$ cat src/rtl/cmp_1bit_if.sv
// Sample/result bundle for the cmp_1bit comparator cell.
// master drives operands and cascade bits; slave is the comparator cell itself.
interface cmp_1bit_if;
    logic in_valid;
    logic A;
    logic B;
    logic casc_more;
    logic casc_less;
    logic out_valid;
    logic equal;
    logic more;
    logic less;

    modport master (
        output in_valid, A, B, casc_more, casc_less,
        input  out_valid, equal, more, less
    );

    modport slave (
        input  in_valid, A, B, casc_more, casc_less,
        output out_valid, equal, more, less
    );
endinterface

$ cat src/rtl/cmp_1bit.sv
// Registered 1-bit magnitude comparator cell with MSB-first cascade inputs.
// Optional saturating result counters are compiled in with CMP1BIT_STATS_EN.
module cmp_1bit #(
    parameter int unsigned CNT_WIDTH = 16
) (
    input  logic                 clk,
    input  logic                 rst,
    cmp_1bit_if.slave            bus,
    input  logic                 clr_stats,
    output logic [CNT_WIDTH-1:0] eq_cnt,
    output logic [CNT_WIDTH-1:0] more_cnt,
    output logic [CNT_WIDTH-1:0] less_cnt
);

    logic loc_eq, loc_more, loc_less;
    logic res_eq, res_more, res_less;

    logic valid_q;
    logic equal_q, more_q, less_q;

    // A decided higher-order stage overrides the local bit; more wins a tie.
    always_comb begin
        loc_eq   = ~(bus.A ^ bus.B);
        loc_more = bus.A & ~bus.B;
        loc_less = ~bus.A & bus.B;
        res_eq   = 1'b0;
        res_more = 1'b0;
        res_less = 1'b0;
        if (bus.casc_more) begin
            res_more = 1'b1;
        end else if (bus.casc_less) begin
            res_less = 1'b1;
        end else begin
            res_eq   = loc_eq;
            res_more = loc_more;
            res_less = loc_less;
        end
    end

    always_ff @(posedge clk or posedge rst) begin
        if (rst) begin
            valid_q <= 1'b0;
        end else begin
            valid_q <= bus.in_valid;
        end
    end

    always_ff @(posedge clk or posedge rst) begin
        if (rst) begin
            equal_q <= 1'b0;
            more_q  <= 1'b0;
            less_q  <= 1'b0;
        end else if (bus.in_valid) begin
            equal_q <= res_eq;
            more_q  <= res_more;
            less_q  <= res_less;
        end
    end

    assign bus.out_valid = valid_q;
    assign bus.equal     = equal_q;
    assign bus.more      = more_q;
    assign bus.less      = less_q;

`ifdef CMP1BIT_STATS_EN
    logic [CNT_WIDTH-1:0] eq_cnt_q, more_cnt_q, less_cnt_q;
    logic [CNT_WIDTH-1:0] eq_cnt_d, more_cnt_d, less_cnt_d;

    // Saturate at all-ones; clear beats a same-cycle increment.
    always_comb begin
        eq_cnt_d   = eq_cnt_q;
        more_cnt_d = more_cnt_q;
        less_cnt_d = less_cnt_q;
        if (clr_stats) begin
            eq_cnt_d   = '0;
            more_cnt_d = '0;
            less_cnt_d = '0;
        end else if (bus.in_valid) begin
            if (res_eq && (eq_cnt_q != '1)) begin
                eq_cnt_d = eq_cnt_q + 1'b1;
            end
            if (res_more && (more_cnt_q != '1)) begin
                more_cnt_d = more_cnt_q + 1'b1;
            end
            if (res_less && (less_cnt_q != '1)) begin
                less_cnt_d = less_cnt_q + 1'b1;
            end
        end
    end

    always_ff @(posedge clk or posedge rst) begin
        if (rst) begin
            eq_cnt_q   <= '0;
            more_cnt_q <= '0;
            less_cnt_q <= '0;
        end else begin
            eq_cnt_q   <= eq_cnt_d;
            more_cnt_q <= more_cnt_d;
            less_cnt_q <= less_cnt_d;
        end
    end

    assign eq_cnt   = eq_cnt_q;
    assign more_cnt = more_cnt_q;
    assign less_cnt = less_cnt_q;
`else
    logic unused_clr_stats;
    assign unused_clr_stats = clr_stats;

    assign eq_cnt   = '0;
    assign more_cnt = '0;
    assign less_cnt = '0;
`endif

    // Any qualified result must be exactly one of equal/more/less.
    assert property (@(posedge clk) disable iff (rst)
        valid_q |-> $onehot({equal_q, more_q, less_q}));

endmodule

$ cat src/flat_wrapper.sv
// flat-port wrapper written by rule: the top's interface ports become plain ports
module cmp_1bit_flat 
#(
    parameter int unsigned CNT_WIDTH = 16
)
  (clk, rst, clr_stats, eq_cnt, more_cnt, less_cnt, bus_in_valid, bus_A, bus_B, bus_casc_more, bus_casc_less, bus_out_valid, bus_equal, bus_more, bus_less);
  cmp_1bit_if bus_i ();
  input  logic clk;
  input  logic rst;
  input  logic clr_stats;
  output logic [CNT_WIDTH-1:0] eq_cnt;
  output logic [CNT_WIDTH-1:0] more_cnt;
  output logic [CNT_WIDTH-1:0] less_cnt;
  input wire logic [$bits(bus_i.in_valid)-1:0] bus_in_valid;
  input wire logic [$bits(bus_i.A)-1:0] bus_A;
  input wire logic [$bits(bus_i.B)-1:0] bus_B;
  input wire logic [$bits(bus_i.casc_more)-1:0] bus_casc_more;
  input wire logic [$bits(bus_i.casc_less)-1:0] bus_casc_less;
  output wire logic [$bits(bus_i.out_valid)-1:0] bus_out_valid;
  output wire logic [$bits(bus_i.equal)-1:0] bus_equal;
  output wire logic [$bits(bus_i.more)-1:0] bus_more;
  output wire logic [$bits(bus_i.less)-1:0] bus_less;
  assign bus_i.in_valid = bus_in_valid;
  assign bus_i.A = bus_A;
  assign bus_i.B = bus_B;
  assign bus_i.casc_more = bus_casc_more;
  assign bus_i.casc_less = bus_casc_less;
  assign bus_out_valid = bus_i.out_valid;
  assign bus_equal = bus_i.equal;
  assign bus_more = bus_i.more;
  assign bus_less = bus_i.less;
  cmp_1bit #(.CNT_WIDTH(CNT_WIDTH)) u_core (.clk(clk), .rst(rst), .bus(bus_i), .clr_stats(clr_stats), .eq_cnt(eq_cnt), .more_cnt(more_cnt), .less_cnt(less_cnt));
endmodule
$ cat config.mk
export PLATFORM = sky130hd
export DESIGN_NAME = cmp_1bit_flat
export DESIGN_NICKNAME = d
export VERILOG_FILES = /design/src/rtl/cmp_1bit_if.sv /design/src/rtl/cmp_1bit.sv /design/src/flat_wrapper.sv
export SDC_FILE = /design/constraint.sdc
export NUM_CORES = 1
export LEC_CHECK = 0
export ABC_CLOCK_PERIOD_IN_PS = 1600
export BUFFER_PORTS_ARGS = -buffer_cell sky130_fd_sc_hd__buf_2
export CAP_MARGIN = 40
export CORE_UTILIZATION = 36
export CTS_BUF_LIST = sky130_fd_sc_hd__clkbuf_16
export DETAILED_ROUTE_END_ITERATION = 6
export PLACE_DENSITY = 0.83
export RECOVER_POWER = 50
export SLEW_MARGIN = 20
export SYNTH_ARGS = -nofsm -noshare
export SYNTH_HDL_FRONTEND = slang
export SYNTH_SLANG_ARGS = --single-unit
$ cat constraint.sdc
create_clock -name clk -period 1.6 [get_ports clk]
set_input_delay 0 -clock clk [delete_from_list [all_inputs] [get_ports clk]]
set_output_delay 0 -clock clk [all_outputs]
set_load 0.05 [all_outputs]
# Word-level counts from Yosys, hierarchy flattened
# Cells that the tools add are included.
[word_totals]
input_bits = 8
regBits = 4
wordCells = 16
[op_classes]
bitwise_logic = 6
n_mux = 6
[ops]
columns = ["cell", "n"]
rows = [
  ["$mux W1", 6],
  ["$not A1 Y1", 3],
  ["$and A1 B1 Y1", 2],
  ["$xor A1 B1 Y1", 1],
]

# Logic depth before layout (Yosys ltp)
# Gate-level depths: netlist of run 1.
[depth]
depth_word = 4
depth_mapped = 4

# Worst setup path before layout of run 1
# No wires, ideal clock.
[synth_timing]
kind = "reg2reg"
from = "reg, netlist name u_core.bus.more"
to = "reg u_core.more_q, in the netlist u_core.bus.more"
slack_ps = 676
path_stages_with_launch = 2
setup_time_ps = 121
t_arrival_ps = 803
n_path_buf = 0
t_required_ps = 1479
path_cell_list = "dfrtp_1 o22a_1"
[synth_lines]
columns = ["item", "line", "text"]
rows = [
  ["end signal: assignment", "cmp_1bit.sv:55", "more_q <= res_more;"],
  ["end: declaration", "cmp_1bit.sv:19", "logic equal_q, more_q, less_q;"],
]

==> metrics.log, run 1 <==
[metrics] max_cap viols: 0
[metrics] post-DP HPWL: 515.1 um
[metrics] Critical Path Fanout Max: 6
[metrics] number of cells on the worst reg-to-reg path: 1
[metrics] total power draw: 810.6 uW
[metrics] sequential area share after synthesis: 0.1790
[metrics] FF+latch count, synth: 4
[metrics] iteration-0 DRC count of the detailed router: 1
[metrics] sequential share of power: 0.139
[metrics] post-route minimum period: 0.9489 ns
[metrics] Worst R2R Setup Slack: 0.93 ns
[metrics] Fin. Hold Viols: 1
[metrics] Max Root-Sink Buffers: 2
[metrics] terminating pin of the worst hold path: u_core.bus.equal
[metrics] DIE WIDTH: 41.42 um
[metrics] internal portion of total power: 450.9 uW
[metrics] Min Hold Slack: -0.0006439 ns
[metrics] IR Drop Worst-Case VDD: 0.4745 mV
[metrics] Crit. End Element: register
[metrics] switching fraction of total power: 0.4438
[metrics] critical path launch point type: input pin
[metrics] final weighted congestion of routability-driven global placement: 0.7494
[metrics] First-pass DRT Iterations: 4
[metrics] pin count of the biggest net entering global routing: 7
[metrics] setup repair after global routing missed its margin: false
[metrics] Req. time, crit path: 1.70 ns
[metrics] CTS H-tree depth: 1
[metrics] worst flop-to-flop path startpoint: u_core.bus.more
[metrics] Residual DRC: 0
[metrics] Rows: 13
[metrics] starting utilization of the core area: 0.4093
[metrics] arrival time at the worst endpoint: 1.05 ns
[metrics] NumNets Final: 93
[metrics] highest clock rate: 1054 MHz
[metrics] Pleak: 0.0003391 uW
[metrics] outcome: finished, violations left
[metrics] hold-critical path depth: 2
[metrics] r2r endpoint: u_core.bus.more
[metrics] Via density: 3.125
[metrics] total vias in the final route: 300
[metrics] worst min-delay path startpoint: bus_casc_more
[metrics] post-synthesis average cell area: 8.348 sq um
[metrics] Worst path slowest cell: sky130_fd_sc_hd__dlygate4sd3_1
[metrics] overall overflow remaining after global route: 0
[metrics] Port Buffers: 10
[metrics] total die area: 1715 sq um
[metrics] overall routing resource usage: 0.06673
[metrics] share of power burned in the clock network: 0.473
[metrics] worst clock skew: 0 ns
[metrics] clock buffer count from CTS: 3
[metrics] Seq. cell area: 100.1 sq um
[metrics] final core utilization: 0.3938
[metrics] core box area: 1366 sq um
[metrics] number of max-slew violations in the final report: 0
[metrics] final setup violating endpoints: 0
[metrics] CP Class: in2reg
[metrics] sequence of cells on the critical path: dlygate4sd3_1 -> clkbuf_1 -> nand2b_1 -> o22a_1
[metrics] power spent charging and discharging nets: 359.8 uW
[metrics] number of top-level pins: 60
[metrics] DRT antenna net count: 0
[metrics] average wire length per cell after detail routing: 6.115 um
[metrics] violations in the final reports: negative hold slack
[metrics] clock slew at reported path FFs: 0.03 ns
[metrics] power density over cell area: 1507 nW/um^2
[metrics] root buffer cell: sky130_fd_sc_hd__clkbuf_16
[metrics] first-pass GRT wire length: 779 um
[metrics] post-synthesis cell area: 559.3 sq um
[metrics] initial antenna violation count: 0
[metrics] multi-input gate area in the final layout: 256.5 sq um
[metrics] commonest non-fill, non-tap cell in the layout: sky130_fd_sc_hd__conb_1
[metrics] cell count after synthesis: 67
[metrics] count of warnings emitted by yosys: 0
[metrics] worst min path class: in2reg
[metrics] number of resized instances in the post-cts repair step: 0
[metrics] # diodes: 0
[metrics] part of the cycle the worst path needs: 0.5931
[metrics] latest clock arrival within the worst-skew pair: 0.22 ns
[metrics] share of total power in combinational logic: 0.388
[metrics] CTS sink cnt: 4
[metrics] final-layout setup total negative slack: 0 ns
[metrics] area overhead of the layout relative to synthesis: -3.803%
[metrics] total detailed-routing wirelength: 587 um
[metrics] fillers: 149
[metrics] max incr delay on CP: 0.52 ns
[metrics] leading cell types in the layout, fill and taps excluded: sky130_fd_sc_hd__conb_1, sky130_fd_sc_hd__buf_2, sky130_fd_sc_hd__inv_1
[metrics] ratio of cells with drive above 1 in the final layout: 0.1605
[metrics] Chip Height: 41.42 um
[metrics] CP bufs+invs: 2
[metrics] clock tree from TritonCTS: yes
[metrics] number of distinct standard cells referenced by the synthesized netlist: 12
[metrics] family with the most delay on the worst path: buffers and inverters
[metrics] vias in the first global route: 191
==> through the flow <==
| step | instances | setup WS, ns | hold slack [ns] | cell area (sq um) |
|---|---|---|---|---|
| 6_report | 96 | 0.6511 | -0.0006439 | 538.0 |
| 2_1_floorplan | 114 | 0.6759 | -0.2339 | 735.7 |
| 3_3_place_gp | 91 | 0.8743 | -0.1201 | 444.2 |
| 4_1_cts | 96 | 0.7671 | 0.0009883 | 539.3 |
| 3_5_place_dp | 91 | 0.8439 | -0.1153 | 444.2 |
| 5_1_grt | 96 | 0.5455 | 0.02949 | 538.0 |
==> timing repair <==
| item | 4_1_cts | 5_1_grt |
|---|---|---|
| hold buffers | 2 | 0 |
| endpoints found under the hold margin | 5 | 0 |
| buffers inserted | 0 | 0 |
==> synthesized netlist by cell type (all sizes together) <==
library cell / instances / area, sq um
nand2: 1 / 3.750
conb: 1 / 3.750
nand2b: 1 / 6.260
nor2b: 1 / 6.260
dfrtp: 4 / 100.1
o32ai: 1 / 16.27
nor2: 1 / 3.750
inv: 5 / 18.77
o22a: 1 / 8.760
buf: 48 / 360.4
o22ai: 1 / 6.260
ha: 2 / 25.02
==> how the worst max path moves through the flow <==
stage	start	end	slack, ns	cells after the start
4_1_cts	u_core.bus.equal	bus_equal	0.77	1
2_1_floorplan	u_core.bus.more	u_core.bus.more	0.68	1
3_5_place_dp	bus_B	u_core.bus.equal	0.84	5
5_1_grt	bus_in_valid	u_core.bus.equal	0.55	4
3_3_place_gp	bus_B	u_core.bus.equal	0.87	5
6_report	bus_in_valid	u_core.bus.more	0.65	4
==> layer usage <==
metal	routed length (um)	vias up	GRT usage
met1	193	126	0.06684
met3	130	2	0.07391
met4	11	0	0.03871
met5	0	-	0
met2	251	35	0.08125
li1	-	137	-
==> flip-flops by register name, summed over array words and instances (netlist names) <==
register and count:
u_core.bus.equal 1, u_core.bus.less 1, u_core.bus.more 1, u_core.bus.out_valid 1
==> power groups by stage <==
stage | registers, uW | clock network, uW | logic (uW)
global route | 114 | 398 | 326
global placement | 114 | 0 | 307
detailed placement | 114 | 0 | 309
floorplan | 142 | 0 | 352
finish | 113 | 383 | 314
CTS | 113 | 387 | 313
==> area by class of cell <==
cell class / count / area share
inverters: 5 / 0.03488
repair buffers: 12 / 0.1279
clock buffers: 3 / 0.1395
flip-flops and latches: 4 / 0.1860
multi-input cells: 57 / 0.4767
well taps: 15 / 0.03488
==> cells by family after synthesis <==
logic type / Yosys count / share of synthesized area
buffers and inverters: 53 / 0.6779
AO/OA/AOI/OAI: 3 / 0.05595
other: 1 / 0.006705
adder cells (fa/ha/maj): 2 / 0.04474
flip-flops: 4 / 0.1790
AND/OR/NAND/NOR: 4 / 0.03580
Note: power is estimated with default switching activity, not from simulation.
==> run 2: changes to the inputs <==
ABC_CLOCK_PERIOD_IN_PS = 950   (was 1600)
CORE_ASPECT_RATIO = 1.2   (was default)
CORE_UTILIZATION = 34   (was 36)
PLACE_DENSITY = 0.79   (was 0.83)
clock period = 0.95 ns   (was 1.6 ns; I/O delays follow)
==> run 2 against run 1 <==
The flow now finishes without violations. Power increased by 70%. Die area increased by 5.6%. Routed wire length increased by 12%. Clock-buffer cell count unchanged. First-iteration DRC count unchanged. Critical path depth unchanged. Setup slack got worse by 0.55 ns. Register-to-register slack got worse by 0.65 ns. Global-route usage increased by 1.9 points. Final area increased by 0.70%. Sequential share of layout area decreased by 0.13 points. Core utilization decreased by 2.8 points. Critical path type unchanged. Largest cell class unchanged.
==> metrics.log, run 2 (synthesized netlist as in run 1, its figures left out) <==
[metrics] outcome: finished, final reports clean
[metrics] starting utilization of the core area: 0.3772 (-0.03213)
[metrics] root buffer cell: sky130_fd_sc_hd__clkbuf_16
[metrics] placed cell areas: 446.7 sq um (+0.56%)
[metrics] post-route cell area: 541.8 sq um (+0.70%)
[metrics] arrival time at the worst endpoint: 0.95 ns (-0.10 ns)
[metrics] CTS sink cnt: 4 (unchanged)
[metrics] fillers: 166 (+11%)
[metrics] post-route minimum period: 0.8453 ns
[metrics] DIE WIDTH: 39.03 um (-5.8%)
[metrics] power density over cell area: 2540 nW/um^2 (+69%)
[metrics] total vias in the final route: 314 (+4.7%)
[metrics] highest clock rate: 1183 MHz
[metrics] NumNets Final: 93 (unchanged)
[metrics] average wire length per cell after detail routing: 6.724 um (+10%)
[metrics] worst min path class: in2reg
[metrics] global-route track usage on met1: 0.06725 (+0.0004065)
[metrics] number of top-level pins: 60 (unchanged)
[metrics] Seq. cell area: 100.1 sq um (unchanged)
[metrics] iteration-0 DRC count of the detailed router: 1 (unchanged)
[metrics] vias in the first global route: 245 (+28%)
[metrics] setup repair after global routing missed its margin: false
[metrics] worst clock skew: 0 ns (unchanged)
[metrics] Rows: 15 (+2)
[metrics] First-pass DRT Iterations: 2 (-2)
[metrics] multi-input gate area in the final layout: 256.5 sq um (unchanged)
[metrics] Crit. End Element: register
[metrics] final setup violating endpoints: 0 (unchanged)
[metrics] final weighted congestion of routability-driven global placement: 0.4998 (-33%)
[metrics] routing layer with the top usage in global route: met2
[metrics] core box area: 1483 sq um (+8.5%)
[metrics] area overhead of the layout relative to synthesis: -3.132%
[metrics] Critical Path Fanout Max: 6 (unchanged)
[metrics] post-DP HPWL: 552.2 um (+7.2%)
[metrics] critical path launch point type: input pin
[metrics] Chip Height: 46.43 um (+12%)
[metrics] number of max-slew violations in the final report: 0 (unchanged)
[metrics] leading cell types in the layout, fill and taps excluded: sky130_fd_sc_hd__conb_1, sky130_fd_sc_hd__buf_2, sky130_fd_sc_hd__inv_1
[metrics] Max Root-Sink Buffers: 2 (unchanged)
[metrics] Fin. Hold Viols: 0 (-1)
[metrics] met2 layer usage reported by global route: 0.1367 (+0.05542)
[metrics] global-route met3 utilization: 0.04348 (-0.03043)
[metrics] overall overflow remaining after global route: 0 (unchanged)
[metrics] latest clock arrival within the worst-skew pair: 0.22 ns (about the same)
[metrics] Req. time, crit path: 1.06 ns (-0.64 ns)
[metrics] max_cap viols: 0 (unchanged)
[metrics] ratio of cells with drive above 1 in the final layout: 0.1728 (+0.01235)
[metrics] clock slew at reported path FFs: 0.03 ns (about the same)
[metrics] final core utilization: 0.3654 (-0.02837)
[metrics] total detailed-routing wirelength: 659 um (+12%)
[metrics] CTS H-tree depth: 1 (unchanged)
[metrics] clock buffer count from CTS: 3 (unchanged)
[metrics] # diodes: 0 (unchanged)
[metrics] Port Buffers: 10 (unchanged)
[metrics] commonest non-fill, non-tap cell in the layout: sky130_fd_sc_hd__conb_1
[metrics] Via density: 3.204 (+2.5%)
[metrics] first-pass GRT wire length: 924 um (+19%)
[metrics] part of the cycle the worst path needs: 0.8898
[metrics] clock tree from TritonCTS: yes
[metrics] CP Class: in2reg
[metrics] final-layout setup total negative slack: 0 ns (unchanged)
[metrics] DRT antenna net count: 0 (unchanged)
[metrics] pin count of the biggest net entering global routing: 7 (unchanged)
[metrics] initial antenna violation count: 0 (unchanged)
[metrics] total die area: 1812 sq um (+5.6%)
[metrics] Residual DRC: 0 (unchanged)
[metrics] Pleak: 0.0003421 uW (+0.88%)
[metrics] IR Drop Worst-Case VDD: 0.7137 mV (+50%)
[metrics] overall routing resource usage: 0.08611 (+0.01938)
## run 2: changes by cell type in the layout (fill, tap and decap cells not counted)
cell | previous run | this run
sky130_fd_sc_hd__clkbuf_1 | 1 | 0
sky130_fd_sc_hd__clkbuf_2 | 0 | 1
## run 2: where the power goes
group | switching (uW) | internal, uW | leakage, uW
Clock | 118 | 538 | 0.0000370
Sequential | 6.33 | 185 | 0.0000488
Combinational | 491 | 38.6 | 0.000256
## run 2: critical path, cell delays in order
cell,delay [ns]
sky130_fd_sc_hd__dlygate4sd3_1,0.52
sky130_fd_sc_hd__buf_2,0.16
sky130_fd_sc_hd__nand2b_1,0.09
sky130_fd_sc_hd__o22a_1,0.18
## run 2: layout make-up
cell class	instances	share of cell area
Multi-Input combinational cell	57	0.4734
Clock buffer	3	0.1386
Timing Repair Buffer	12	0.1293
Inverter	5	0.03464
Tap cell	17	0.03926
Sequential cell	4	0.1848
## run 2: timing repair
| item | in CTS | in global routing |
|---|---|---|
| endpoints found under the hold margin | 5 | 0 |
| hold buffers | 2 | 0 |
| buffers inserted | 0 | 0 |
| gates resized for setup | 0 | 0 |
| endpoints found under the setup margin | 0 | 0 |
## run 2: path summary, 6_finish.rpt
kind                                       from                to  slack, ns  cells past startpoint
worst max-delay path               bus_in_valid   u_core.bus.more       0.10                      4
worst min-delay path              bus_casc_more  u_core.bus.equal      0.007                      2
worst max register to register  u_core.bus.more   u_core.bus.more       0.28                      1
worst min register to register  u_core.bus.more   u_core.bus.more       0.50                      1
max in group asynchronous                   rst   u_core.bus.more       0.58                      3
min in group asynchronous                   rst   u_core.bus.less       0.21                      3
## run 2: routing by layer
layer  part of all wire  wire (um)  vias up
met5                  0          0        -
met1               0.29        194      133
li1                   -          -      135
met2               0.49        320       42
met4              0.033         22        0
met3               0.19        122        4
## run 2: through the flow
step | hold WS [ns] | power (uW) | std cells | worst slack (ns)
final | 0.007273 | 1376 | 98 | 0.1047
after global routing | 0.01181 | 1430 | 98 | 0.03360
after CTS | 0.009815 | 1385 | 98 | 0.09895
after detailed placement | -0.1086 | 714.5 | 93 | 0.1652
after global placement | -0.1196 | 709.8 | 93 | 0.2255
after floorplan | -0.2339 | 831.6 | 114 | 0.02587
==> run 3: changes to the inputs <==
CTS_CLUSTER_SIZE = 8   (was default)
RECOVER_POWER = default   (was 50)
SETUP_SLACK_MARGIN = 0.15   (was default)
==> run 3 against run 2 <==
Die area is the same. Flip-flop and latch count is the same. Worst hold slack lost 0.018 ns. Sequential share of layout area shrank 0.27 points. Global-route usage shrank 0.90 points. Final cell count grew 1.0%. Sequential power grew 3%. Register-to-register slack lost 0.05 ns. Clock-buffer cell count is the same. First-iteration DRC count is the same. Critical endpoint is now bus_more. Non-clock buffer count is the same. The run now ends with negative hold slack left. Combinational power grew 3%.
==> metrics.log, run 3 (synthesized netlist as in run 1, its figures left out) <==
[metrics] Min Hold Slack: -0.01076 ns (-0.01803 ns)
[metrics] Worst R2R Setup Slack: 0.23 ns (-0.05 ns)
[metrics] final setup violating endpoints: 0 (unchanged)
[metrics] family with the most delay on the worst path: flip-flops
[metrics] Chip Height: 46.43 um (unchanged)
[metrics] power density over cell area: 2468 nW/um^2 (-2.9%)
[metrics] number of cells on the worst reg-to-reg path: 1 (unchanged)
[metrics] part of the cycle the worst path needs: 0.8290 (-0.06079)
[metrics] vias in the first global route: 218 (-11%)
[metrics] clock tree from TritonCTS: yes
[metrics] critical path startpoint: u_core.bus.more
[metrics] highest clock rate: 1270 MHz (+7.3%)
[metrics] post-CTS setup buffer count: 0 (unchanged)
[metrics] worst min-delay path startpoint: bus_casc_more
[metrics] final setup slack of the worst path: 0.1624 ns (+0.05775 ns)
[metrics] multi-input gate area in the final layout: 256.5 sq um (unchanged)
[metrics] Fin. Hold Viols: 1 (+1)
[metrics] leading cell types in the layout, fill and taps excluded: sky130_fd_sc_hd__conb_1, sky130_fd_sc_hd__inv_1, sky130_fd_sc_hd__buf_2
[metrics] Max Root-Sink Buffers: 2 (unchanged)
[metrics] number of top-level pins: 60 (unchanged)
[metrics] fillers: 167 (+0.60%)
[metrics] Critical Path Fanout Max: 2 (-4)
[metrics] Residual DRC: 0 (unchanged)
[metrics] area overhead of the layout relative to synthesis: 2.013%
[metrics] Final Non-Filler Cells: 99 (+1.0%)
[metrics] Crit. End Element: primary output
[metrics] worst clock skew: 0 ns (unchanged)
[metrics] CTS H-tree depth: 1 (unchanged)
[metrics] DIE WIDTH: 39.03 um (unchanged)
[metrics] post-route minimum period: 0.7876 ns (-0.05775 ns)
[metrics] setup repair after global routing missed its margin: false
[metrics] number of max-slew violations in the final report: 0 (unchanged)
[metrics] final core utilization: 0.3848 (+0.01941)
[metrics] max incr delay on CP: 0.40 ns (-0.12 ns)
[metrics] commonest non-fill, non-tap cell in the layout: sky130_fd_sc_hd__conb_1
[metrics] clock buffer count from CTS: 3 (unchanged)
[metrics] root buffer cell: sky130_fd_sc_hd__clkbuf_16
[metrics] Worst path slowest cell: sky130_fd_sc_hd__dfrtp_2
[metrics] initial antenna violation count: 0 (unchanged)
[metrics] violations in the final reports: negative hold slack
[metrics] final-layout setup total negative slack: 0 ns (unchanged)
[metrics] DRT antenna net count: 0 (unchanged)
[metrics] clock slew at reported path FFs: 0.03 ns (about the same)
[metrics] worst flop-to-flop path startpoint: u_core.bus.more
[metrics] First-pass DRT Iterations: 4 (+2)
[metrics] share of total power in combinational logic: 0.387 (+0.002)
[metrics] overall overflow remaining after global route: 0 (unchanged)
[metrics] ratio of cells with drive above 1 in the final layout: 0.2073 (+0.03448)
[metrics] max_cap viols: 0 (unchanged)
[metrics] CP bufs+invs: 1 (-1)
[metrics] # placed instances: 93 (unchanged)
[metrics] outcome: finished, violations left
[metrics] worst min path class: in2reg
[metrics] arrival time at the worst endpoint: 0.79 ns (-0.16 ns)
[metrics] total vias in the final route: 319 (+1.6%)
[metrics] Pleak: 0.0003493 uW (+2.1%)
[metrics] pin count of the biggest net entering global routing: 7 (unchanged)
[metrics] average wire length per cell after detail routing: 6.717 um (-0.11%)
[metrics] # diodes: 0 (unchanged)
[metrics] internal portion of total power: 783.4 uW (+3.0%)
[metrics] hold-critical path depth: 2 (unchanged)
[metrics] latest clock arrival within the worst-skew pair: 0.22 ns (about the same)
[metrics] sequence of cells on the critical path: buf_6
[metrics] total power draw: 1408 uW (+2.3%)
[metrics] CP Class: reg2out
[metrics] first-pass GRT wire length: 834 um (-9.7%)
[metrics] worst slack at placement: 0.2164 ns (+0.05120 ns)
[metrics] final weighted congestion of routability-driven global placement: 0.5635 (+13%)
[metrics] Port Buffers: 10 (unchanged)
[metrics] power spent charging and discharging nets: 624.6 uW (+1.5%)
[metrics] Via density: 3.222 (+0.57%)
[metrics] iteration-0 DRC count of the detailed router: 1 (unchanged)
[metrics] switching fraction of total power: 0.4436 (-0.003515)
[metrics] Req. time, crit path: 0.95 ns (-0.11 ns)
[metrics] starting utilization of the core area: 0.3772 (unchanged)
[metrics] IR Drop Worst-Case VDD: 0.5686 mV (-20%)
[metrics] CTS sink cnt: 4 (unchanged)
[metrics] sequential share of power: 0.139 (about the same)
[metrics] terminating pin of the worst hold path: u_core.bus.equal
[metrics] total detailed-routing wirelength: 665 um (+0.91%)
[metrics] NumNets Final: 93 (unchanged)
[metrics] Seq. cell area: 103.9 sq um (+3.8%)
[metrics] Rows: 15 (unchanged)
[metrics] critical path launch point type: register
[metrics] r2r endpoint: u_core.bus.more
[metrics] share of power burned in the clock network: 0.473 (-0.003)
[metrics] overall routing resource usage: 0.07707 (-0.009033)
[metrics] post-DP HPWL: 546.5 um (-1.0%)
[metrics] total die area: 1812 sq um (unchanged)
[metrics] core box area: 1483 sq um (unchanged)
[run 3: cell count changes in the layout (fill, tap and decap cells not counted)]
cell / delta
sky130_fd_sc_hd__dfrtp_1: -3
sky130_fd_sc_hd__inv_1: +1
sky130_fd_sc_hd__clkbuf_2: -1
sky130_fd_sc_hd__buf_4: +1
sky130_fd_sc_hd__buf_6: +3
sky130_fd_sc_hd__dfrtp_2: +3
sky130_fd_sc_hd__buf_2: -3
[run 3: worst max path at each step]
stage	to	slack (ns)	depth (start not counted)
global route	bus_more	0.16	1
CTS	bus_out_valid	0.15	1
global placement	u_core.bus.equal	0.22	5
finish	bus_more	0.16	1
floorplan	u_core.bus.more	0.11	1
detailed placement	u_core.bus.equal	0.22	5
[run 3: stage by stage]
stage	hold slack, ns	instance area [sq um]
final	-0.01076	570.5
after global routing	0.0001352	570.5
after CTS	-0.007689	568.0
after detailed placement	-0.1084	450.4
after global placement	-0.1199	450.4
after floorplan	-0.2341	739.5
[run 3: cell type report]
class | count | share of cell area
Multi-Input combinational cell | 57 | 0.4496
Timing Repair Buffer | 12 | 0.1601
Inverter | 5 | 0.03289
Clock buffer | 3 | 0.1316
Sequential cell | 4 | 0.1820
Clock inverter | 1 | 0.006579
Tap cell | 17 | 0.03728
[run 3: layer usage]
| layer | wire (um) | global-route usage | vias to the layer above |
|---|---|---|---|
| li1 | - | - | 136 |
| met1 | 186 | 0.06087 | 139 |
| met2 | 329 | 0.1200 | 40 |
| met3 | 124 | 0.04831 | 4 |
| met4 | 25 | 0.08276 | 0 |
| met5 | 0 | 0 | - |
[run 3: power groups by stage]
stage / Sequential (uW) / Clock [uW] / Combinational (uW)
2_1_floorplan: 242 / 0 / 592
3_3_place_gp: 194 / 0 / 518
3_5_place_dp: 195 / 0 / 520
4_1_cts: 196 / 678 / 541
5_1_grt: 197 / 686 / 571
6_report: 196 / 667 / 545
[run 3: timing repair]
item                       4_1_cts  5_1_grt
pin swaps                        0        0
setup endpoints to repair        3        1
hold endpoints to repair         6        0
resized for setup                6        2
hold buffers                     2        0
